<file path="src/rtl/dmem_mmio_pkg.sv">
// Shared constants for the data-side memory responder: region tag,
// MMIO register offsets and CONSOLE status bit positions.
package dmem_mmio_pkg;

    // Upper address nibble that selects the MMIO region
    localparam logic [3:0] MMIO_TAG = 4'hF;

    // MMIO register offsets (low 4 address bits)
    localparam logic [3:0] CYCLE_OFF = 4'h0;
    localparam logic [3:0] CONS_OFF  = 4'h4;
    localparam logic [3:0] HALT_OFF  = 4'h8;

    // CONSOLE status word layout
    localparam int ST_FULL    = 0;
    localparam int ST_EMPTY   = 1;
    localparam int ST_OVF     = 2;
    localparam int ST_CNT_LSB = 3;
    localparam int ST_CNT_W   = 5;

endpackage

</file>
<file path="src/rtl/dmem_mmio_byte_fifo.sv">
// Synchronous FIFO with registered storage and no fall-through.
// The head entry is presented on dout; dout reads 0 while empty.
// A pop on empty and a push on full without a pop are ignored.
module byte_fifo #(
    parameter int WIDTH = 8,
    parameter int DEPTH = 4
) (
    input  logic                     clk,
    input  logic                     reset,
    input  logic                     push,
    input  logic [WIDTH-1:0]         din,
    input  logic                     pop,
    output logic [WIDTH-1:0]         dout,
    output logic                     full,
    output logic                     empty,
    output logic [$clog2(DEPTH):0]   count
);

    localparam int AW = $clog2(DEPTH);

    logic [WIDTH-1:0] mem [DEPTH];
    logic [AW-1:0]    wptr;
    logic [AW-1:0]    rptr;
    logic [AW:0]      cnt;
    logic             do_push;
    logic             do_pop;

    // Qualify requests: a push into a full FIFO is accepted only if a pop frees a slot
    always_comb begin
        do_pop  = pop && !empty;
        do_push = push && (!full || do_pop);
    end

    // Storage write; contents are not reset, validity is tracked by cnt
    always_ff @(posedge clk) begin
        if (do_push) begin
            mem[wptr] <= din;
        end
    end

    // Pointer and occupancy bookkeeping; pointers wrap modulo DEPTH
    always_ff @(posedge clk) begin
        if (reset) begin
            wptr <= '0;
            rptr <= '0;
            cnt  <= '0;
        end else begin
            if (do_push) wptr <= wptr + 1'b1;
            if (do_pop)  rptr <= rptr + 1'b1;
            case ({do_push, do_pop})
                2'b10:   cnt <= cnt + 1'b1;
                2'b01:   cnt <= cnt - 1'b1;
                default: cnt <= cnt;
            endcase
        end
    end

    // Status flags and head data
    always_comb begin
        full  = (cnt == (AW+1)'(DEPTH));
        empty = (cnt == '0);
        count = cnt;
        dout  = empty ? '0 : mem[rptr];
    end

endmodule

</file>
<file path="src/rtl/dmem_mmio.sv">
// Data-side memory responder for the single-cycle cpu: word RAM plus an
// MMIO region (cycle counter, console byte FIFO, sticky halt flag).
// Reads are combinational from addr; stores take effect at the rising edge.
//
// Console handshake: cons_valid is high whenever the FIFO holds a byte and
// cons_data is the head byte; a byte is transferred on every rising edge
// where cons_valid && cons_ready. cons_valid does not depend on cons_ready,
// and cons_data/cons_valid stay stable until the byte is taken.
module dmem_mmio
    import dmem_mmio_pkg::*;
#(
    parameter int n          = 32,
    parameter int DEPTH      = 64,
    parameter int FIFO_DEPTH = 4
) (
    input  logic         clk,
    input  logic         reset,
    input  logic         memwrite,
    input  logic [n-1:0] addr,
    input  logic [n-1:0] writedata,
    output logic [n-1:0] readdata,
    output logic [7:0]   cons_data,
    output logic         cons_valid,
    input  logic         cons_ready,
    output logic         halt
);

    localparam int AW = $clog2(DEPTH);
    localparam int CW = $clog2(FIFO_DEPTH) + 1;

    logic [n-1:0]  ram [DEPTH];
    logic [AW-1:0] ram_idx;
    logic [3:0]    off;
    logic          is_mmio;
    logic          cons_wr;
    logic          halt_wr;
    logic          pop_fire;
    logic [n-1:0]  cycle;
    logic          ovf;
    logic          fifo_full;
    logic          fifo_empty;
    logic [CW-1:0] fifo_count;
    logic [n-1:0]  status;
    logic          unused_bits;

    // Address decode and store strobes for each target
    always_comb begin
        is_mmio  = (addr[n-1:n-4] == MMIO_TAG);
        ram_idx  = addr[AW+1:2];
        off      = addr[3:0];
        cons_wr  = memwrite && is_mmio && (off == CONS_OFF);
        halt_wr  = memwrite && is_mmio && (off == HALT_OFF);
        pop_fire = cons_valid && cons_ready;
    end

    // Bits that the decode deliberately ignores (aliasing, byte offset, upper data)
    assign unused_bits = ^{addr, writedata};

    // RAM word write; contents survive reset
    always_ff @(posedge clk) begin
        if (memwrite && !is_mmio) begin
            ram[ram_idx] <= writedata;
        end
    end

    // Free-running cycle counter, sticky halt and sticky console overflow
    always_ff @(posedge clk) begin
        if (reset) begin
            cycle <= '0;
            halt  <= 1'b0;
            ovf   <= 1'b0;
        end else begin
            cycle <= cycle + 1'b1;
            if (halt_wr) halt <= 1'b1;
            if (cons_wr && fifo_full && !pop_fire) ovf <= 1'b1;
        end
    end

    byte_fifo #(
        .WIDTH (8),
        .DEPTH (FIFO_DEPTH)
    ) u_fifo (
        .clk   (clk),
        .reset (reset),
        .push  (cons_wr),
        .din   (writedata[7:0]),
        .pop   (pop_fire),
        .dout  (cons_data),
        .full  (fifo_full),
        .empty (fifo_empty),
        .count (fifo_count)
    );

    // Console status word and stream valid
    always_comb begin
        status                                  = '0;
        status[ST_FULL]                         = fifo_full;
        status[ST_EMPTY]                        = fifo_empty;
        status[ST_OVF]                          = ovf;
        status[ST_CNT_LSB +: ST_CNT_W]          = ST_CNT_W'(fifo_count);
        cons_valid                              = !fifo_empty;
    end

    // Zero-latency load data mux
    always_comb begin
        readdata = '0;
        if (is_mmio) begin
            case (off)
                CYCLE_OFF: readdata    = cycle;
                CONS_OFF:  readdata    = status;
                HALT_OFF:  readdata[0] = halt;
                default:   readdata    = '0;
            endcase
        end else begin
            readdata = ram[ram_idx];
        end
    end

endmodule

</file>
<file path="config.mk">
export PLATFORM = sky130hd
export DESIGN_NAME = dmem_mmio
export DESIGN_NICKNAME = d
export VERILOG_FILES = /design/src/rtl/dmem_mmio_pkg.sv /design/src/rtl/dmem_mmio_byte_fifo.sv /design/src/rtl/dmem_mmio.sv
export SDC_FILE = /design/constraint.sdc
export NUM_CORES = 2
export LEC_CHECK = 0
export BUFFER_PORTS_ARGS = -buffer_cell sky130_fd_sc_hd__buf_4
export CORE_MARGIN = 2
export CORE_UTILIZATION = 45
export CTS_CLUSTER_SIZE = 12
export DETAILED_ROUTE_END_ITERATION = 6
export SYNTH_ARGS = -nofsm -noshare
export SYNTH_HDL_FRONTEND = slang
export SYNTH_SLANG_ARGS = --single-unit
</file>
<file path="constraint.sdc">
create_clock -name clk -period 4.5 [get_ports clk]
set_input_delay 0.675 -clock clk [delete_from_list [all_inputs] [get_ports clk]]
set_output_delay 0.675 -clock clk [all_outputs]
set_load 0.02 [all_outputs]
</file>
==> impl_metrics.prom <==
# TYPE chip_impl_metric gauge
chip_impl_metric{name="grt.total_usage",unit="%"} 25.8
chip_impl_metric{name="synth_fa_ha_area_share",unit="%"} 0.100
chip_impl_metric{name="fp.dieH",unit="microns"} 431
chip_impl_metric{name="mappedNetlistNets",unit=""} 3947
chip_impl_info{name="largest_family_of_logic_cells_by_synthesized_area",value="multiplexers"} 1
chip_impl_info{name="cts_tree",value="built"} 1
chip_impl_info{name="final_common_cell",value="sky130_fd_sc_hd__edfxtp_1"} 1
chip_impl_metric{name="buffer_count_from_post_cts_setup_fixing",unit=""} 0
chip_impl_metric{name="clk_pin_slew_worst_paths",unit="ns"} 0.06
chip_impl_metric{name="synth_seq_area_share",unit="%"} 77.0
chip_impl_metric{name="yosys_register_bits",unit=""} 2123
chip_impl_metric{name="synth-xor-area-share",unit="%"} 0.309
chip_impl_info{name="yosys_most_used_dff",value="sky130_fd_sc_hd__edfxtp_1"} 1
chip_impl_metric{name="routed_wire_length_per_instance",unit="microns"} 35.0
chip_impl_metric{name="critical-path-max-stage-delay",unit="ns"} 0.94
chip_impl_metric{name="synth_area_per_inst",unit="sq um"} 21.2
chip_impl_metric{name="synth_simple_gate_area_share",unit="%"} 2.95
chip_impl_metric{name="time_the_final_worst_path_needs_with_i_o_delays_and_setup",unit="ns"} 4.43
chip_impl_info{name="cpMaxStageDelayCell",value="sky130_fd_sc_hd__nor3_1"} 1
chip_impl_metric{name="achievable-frequency",unit="MHz"} 226
chip_impl_metric{name="synth_cells",unit=""} 3873
chip_impl_metric{name="muxShareOfSynthArea",unit="%"} 14.7
chip_impl_metric{name="yosys.area.top_type_share",unit="%"} 76.0
chip_impl_metric{name="number_of_antenna_violations_at_the_first_check_in_global_routing",unit=""} 13
chip_impl_info{name="mostFrequentLayoutCells",value="sky130_fd_sc_hd__edfxtp_1 (2080), sky130_fd_sc_hd__mux4_2 (476), sky130_fd_sc_hd__buf_4 (404)"} 1
chip_impl_metric{name="htree_levels",unit=""} 4
chip_impl_metric{name="cts_num_sinks",unit=""} 2123
chip_impl_metric{name="portBuffers",unit=""} 89
chip_impl_info{name="crit_family",value="simple AND/OR/NAND/NOR gates"} 1
chip_impl_metric{name="ant_nets",unit=""} 0
chip_impl_metric{name="grt-ovfl-total",unit=""} 0
chip_impl_metric{name="synth_enable_flop_cells",unit=""} 2080
chip_impl_info{name="status",value="complete, no violations"} 1
chip_impl_info{name="timing.critical_path.from_type",value="primary input"} 1
chip_impl_metric{name="ir_drop",unit="mV"} 0.409
chip_impl_metric{name="drv_slew",unit=""} 0
chip_impl_metric{name="io_pins",unit=""} 110
chip_impl_metric{name="layout-drive-gt1-share",unit="%"} 29.1
chip_impl_metric{name="clock_insertion_delay_worst_skew",unit="ns"} 0.88
chip_impl_metric{name="worstPathRequired",unit="ns"} 3.83
chip_impl_metric{name="power.density_cell_area",unit="nW/um^2"} 432
chip_impl_metric{name="dieArea",unit="sq um"} 186000
chip_impl_info{name="worstPathCellList",value="buf_8 > mux4_2 > mux2i_1 > o21ai_0 > nor3_1 > a31oi_1 > buf_4"} 1
chip_impl_metric{name="first_iter_violations",unit=""} 5773
chip_impl_metric{name="grt_pass1_vias",unit=""} 42440
chip_impl_metric{name="worst_tran_pin_value",unit="ns"} 1.22
chip_impl_metric{name="worstPathArrival",unit="ns"} 3.75
chip_impl_metric{name="fin_skew",unit="ns"} 0.0178
chip_impl_metric{name="maxCapViolations",unit=""} 0
chip_impl_metric{name="dpl.hpwl",unit="microns"} 148000
chip_impl_metric{name="yosys.cell_types.count",unit=""} 78
chip_impl_metric{name="initial_utilization",unit="%"} 45.4
chip_impl_metric{name="synthToLayoutAreaGrowth",unit="%"} 15.4
chip_impl_metric{name="finalHoldViolCount",unit=""} 0
chip_impl_metric{name="rows",unit=""} 156
chip_impl_metric{name="min_period_over_period",unit="%"} 98.4
chip_impl_metric{name="synth-compound-area-share",unit="%"} 3.29
chip_impl_metric{name="final_cell_count_no_fill",unit=""} 6859
chip_impl_metric{name="layout.filler_cells",unit=""} 14070
chip_impl_info{name="grt_setup_unrepaired",value="false"} 1
chip_impl_metric{name="drc",unit=""} 0
chip_impl_metric{name="worst_case_headroom_to_the_max_slew_limit",unit="%"} 18.1
chip_impl_metric{name="drt-vias-per-instance",unit=""} 6.28
chip_impl_metric{name="grt_start_max_net_pins",unit=""} 72
chip_impl_info{name="ys_top_cells_by_area",value="sky130_fd_sc_hd__edfxtp_1 (76%), sky130_fd_sc_hd__mux4_2 (13%), sky130_fd_sc_hd__mux2i_1 (1.3%), sky130_fd_sc_hd__dfxtp_1 (1.0%), sky130_fd_sc_hd__nor2_1 (0.68%)"} 1
chip_impl_metric{name="worst_hold_slack",unit="ns"} 0.207
chip_impl_metric{name="vias",unit=""} 43084
chip_impl_metric{name="ys_async_sr_fraction",unit="%"} 0
chip_impl_info{name="yosys.area.top_type",value="sky130_fd_sc_hd__edfxtp_1"} 1
chip_impl_info{name="worstSetupEndpointType",value="output pin"} 1
chip_impl_info{name="clock-root-buffer",value="sky130_fd_sc_hd__clkbuf_16"} 1
chip_impl_metric{name="tritoncts.num_buffers",unit=""} 216
chip_impl_metric{name="area_of_all_placed_cells_without_fillers",unit="sq um"} 94900
chip_impl_metric{name="grt_pass1_wl",unit="microns"} 333000
chip_impl_metric{name="fin_setup_tns",unit="ns"} 0
chip_impl_metric{name="die_w",unit="microns"} 431
chip_impl_metric{name="timing.final.setup_violations",unit=""} 0
chip_impl_metric{name="drt_first_pass_iters",unit=""} 6
chip_impl_metric{name="drt_wl_total",unit="microns"} 240000
chip_impl_metric{name="placedCellCount",unit=""} 6477
chip_impl_metric{name="path_max_fanout",unit=""} 71
chip_impl_metric{name="dpl-instance-area",unit="sq um"} 88300
chip_impl_metric{name="power.static_leakage",unit="nW"} 30.0
chip_impl_metric{name="final_nets",unit=""} 4399
chip_impl_metric{name="buffers_from_clock_root_to_sink_at_most",unit=""} 3
chip_impl_metric{name="core_footprint",unit="sq um"} 181000
chip_impl_metric{name="cp.buffers_inverters",unit=""} 2
chip_impl_info{name="timing_worst_setup_path_type",value="in -> out"} 1
chip_impl_metric{name="routabilityCongestion",unit=""} 0.908
chip_impl_metric{name="count_of_warnings_emitted_by_yosys",unit=""} 0
chip_impl_metric{name="mappedNetlistArea",unit="sq um"} 82200
chip_impl_info{name="hp-class",value="in -> reg"} 1
[registers in the layout, indices dropped and copies added, names as in the netlist, named ones only]
signal and count:
cycle 32, halt 1, ovf 1, ram 2048
u_fifo.count 3, u_fifo.mem 32, u_fifo.rptr 2, u_fifo.wptr 2
[tightest hold or removal path: stages]
cell and delay (ns):
sky130_fd_sc_hd__buf_4 0.15, sky130_fd_sc_hd__nand2_1 0.06, sky130_fd_sc_hd__nor2_1 0.08, sky130_fd_sc_hd__a2111oi_0 0.06
[cells in the mapped netlist (all sizes together) (10+ instances only)]
cell and count:
o22ai 26, a2111oi 10, a211oi 29, edfxtp 2080, nand3 32, xor2 20
mux2 23, a22o 14, inv 11, and2 17, dfxtp 43, nor4 23
o21ai 29, a31oi 23, nand3b 10, a22oi 71, nand4 13, mux2i 108
mux4 476, nand2 114, o32ai 11, nor3 34, buf 156, a221oi 21
nor2b 39, a21oi 104, clkbuf 62, nor2 149
[final cells by class]
class	count	area (sq um)	area share, %
clock buffer	283	5680	5.98
clock inverter	92	841	0.886
antenna	7	17.5	0.0185
inverter	11	43.8	0.0461
sequential	2123	63300	66.7
multi-input combinational	1521	18100	19.0
timing repair buffer	452	3970	4.18
tap	2370	2970	3.12
[routing by layer]
metal / wire length [microns] / vias to the layer above / part of all wire, % / global-route usage [%]
li1: - / 17198 / - / -
met1: 97000 / 23290 / 40 / 36.7
met2: 113000 / 2218 / 47 / 40.1
met3: 22600 / 370 / 9.4 / 5.42
met4: 7720 / 8 / 3.2 / 8.28
met5: 52 / - / 0.022 / 0
[report_power, final]
part / internal, mW / switching, mW
Combinational: 0.856 / 1.53
Sequential: 21.8 / 0.0296
Clock: 9.22 / 7.52
[worst paths after layout]
path / from / end / slack (ns) / cells past startpoint
min: cons_ready / u_fifo.count[1] / 0.21 / 4
max: addr[3] / readdata[3] / 0.07 / 7
min reg2reg: ovf / ovf / 0.49 / 2
max reg2reg: cycle[2] / cycle[31] / 1.94 / 5
[logic make-up (layout without fill, tap and decap cells)]
kind of cell,count (synthesis),after routing
adders and majority gates,6,6
buffers and inverters,229,838
other,0,7
DFF,2123,2123
muxes,607,607
AOI/OAI and AO/OA,393,393
xor gates and xnor gates,29,29
and+or+nand+nor,486,486
[per-stage QoR]
stage	utilization, %	total power [mW]	worst slack, ns
after CTS	52.4	41.2	0.0362
final	52.4	41.0	0.0735
after global routing	52.4	42.1	0.0475
after floorplan	-	23.4	0.648
after detailed placement	48.8	24.6	0.0426
after global placement	48.8	24.6	0.0290
[what timing repair did]
action | 4_1_cts | 5_1_grt
hold buffers | 0 | 0
gates resized for setup | 0 | 3
setup endpoints to repair | 0 | 3
Note: power is estimated with default switching activity, not from simulation.
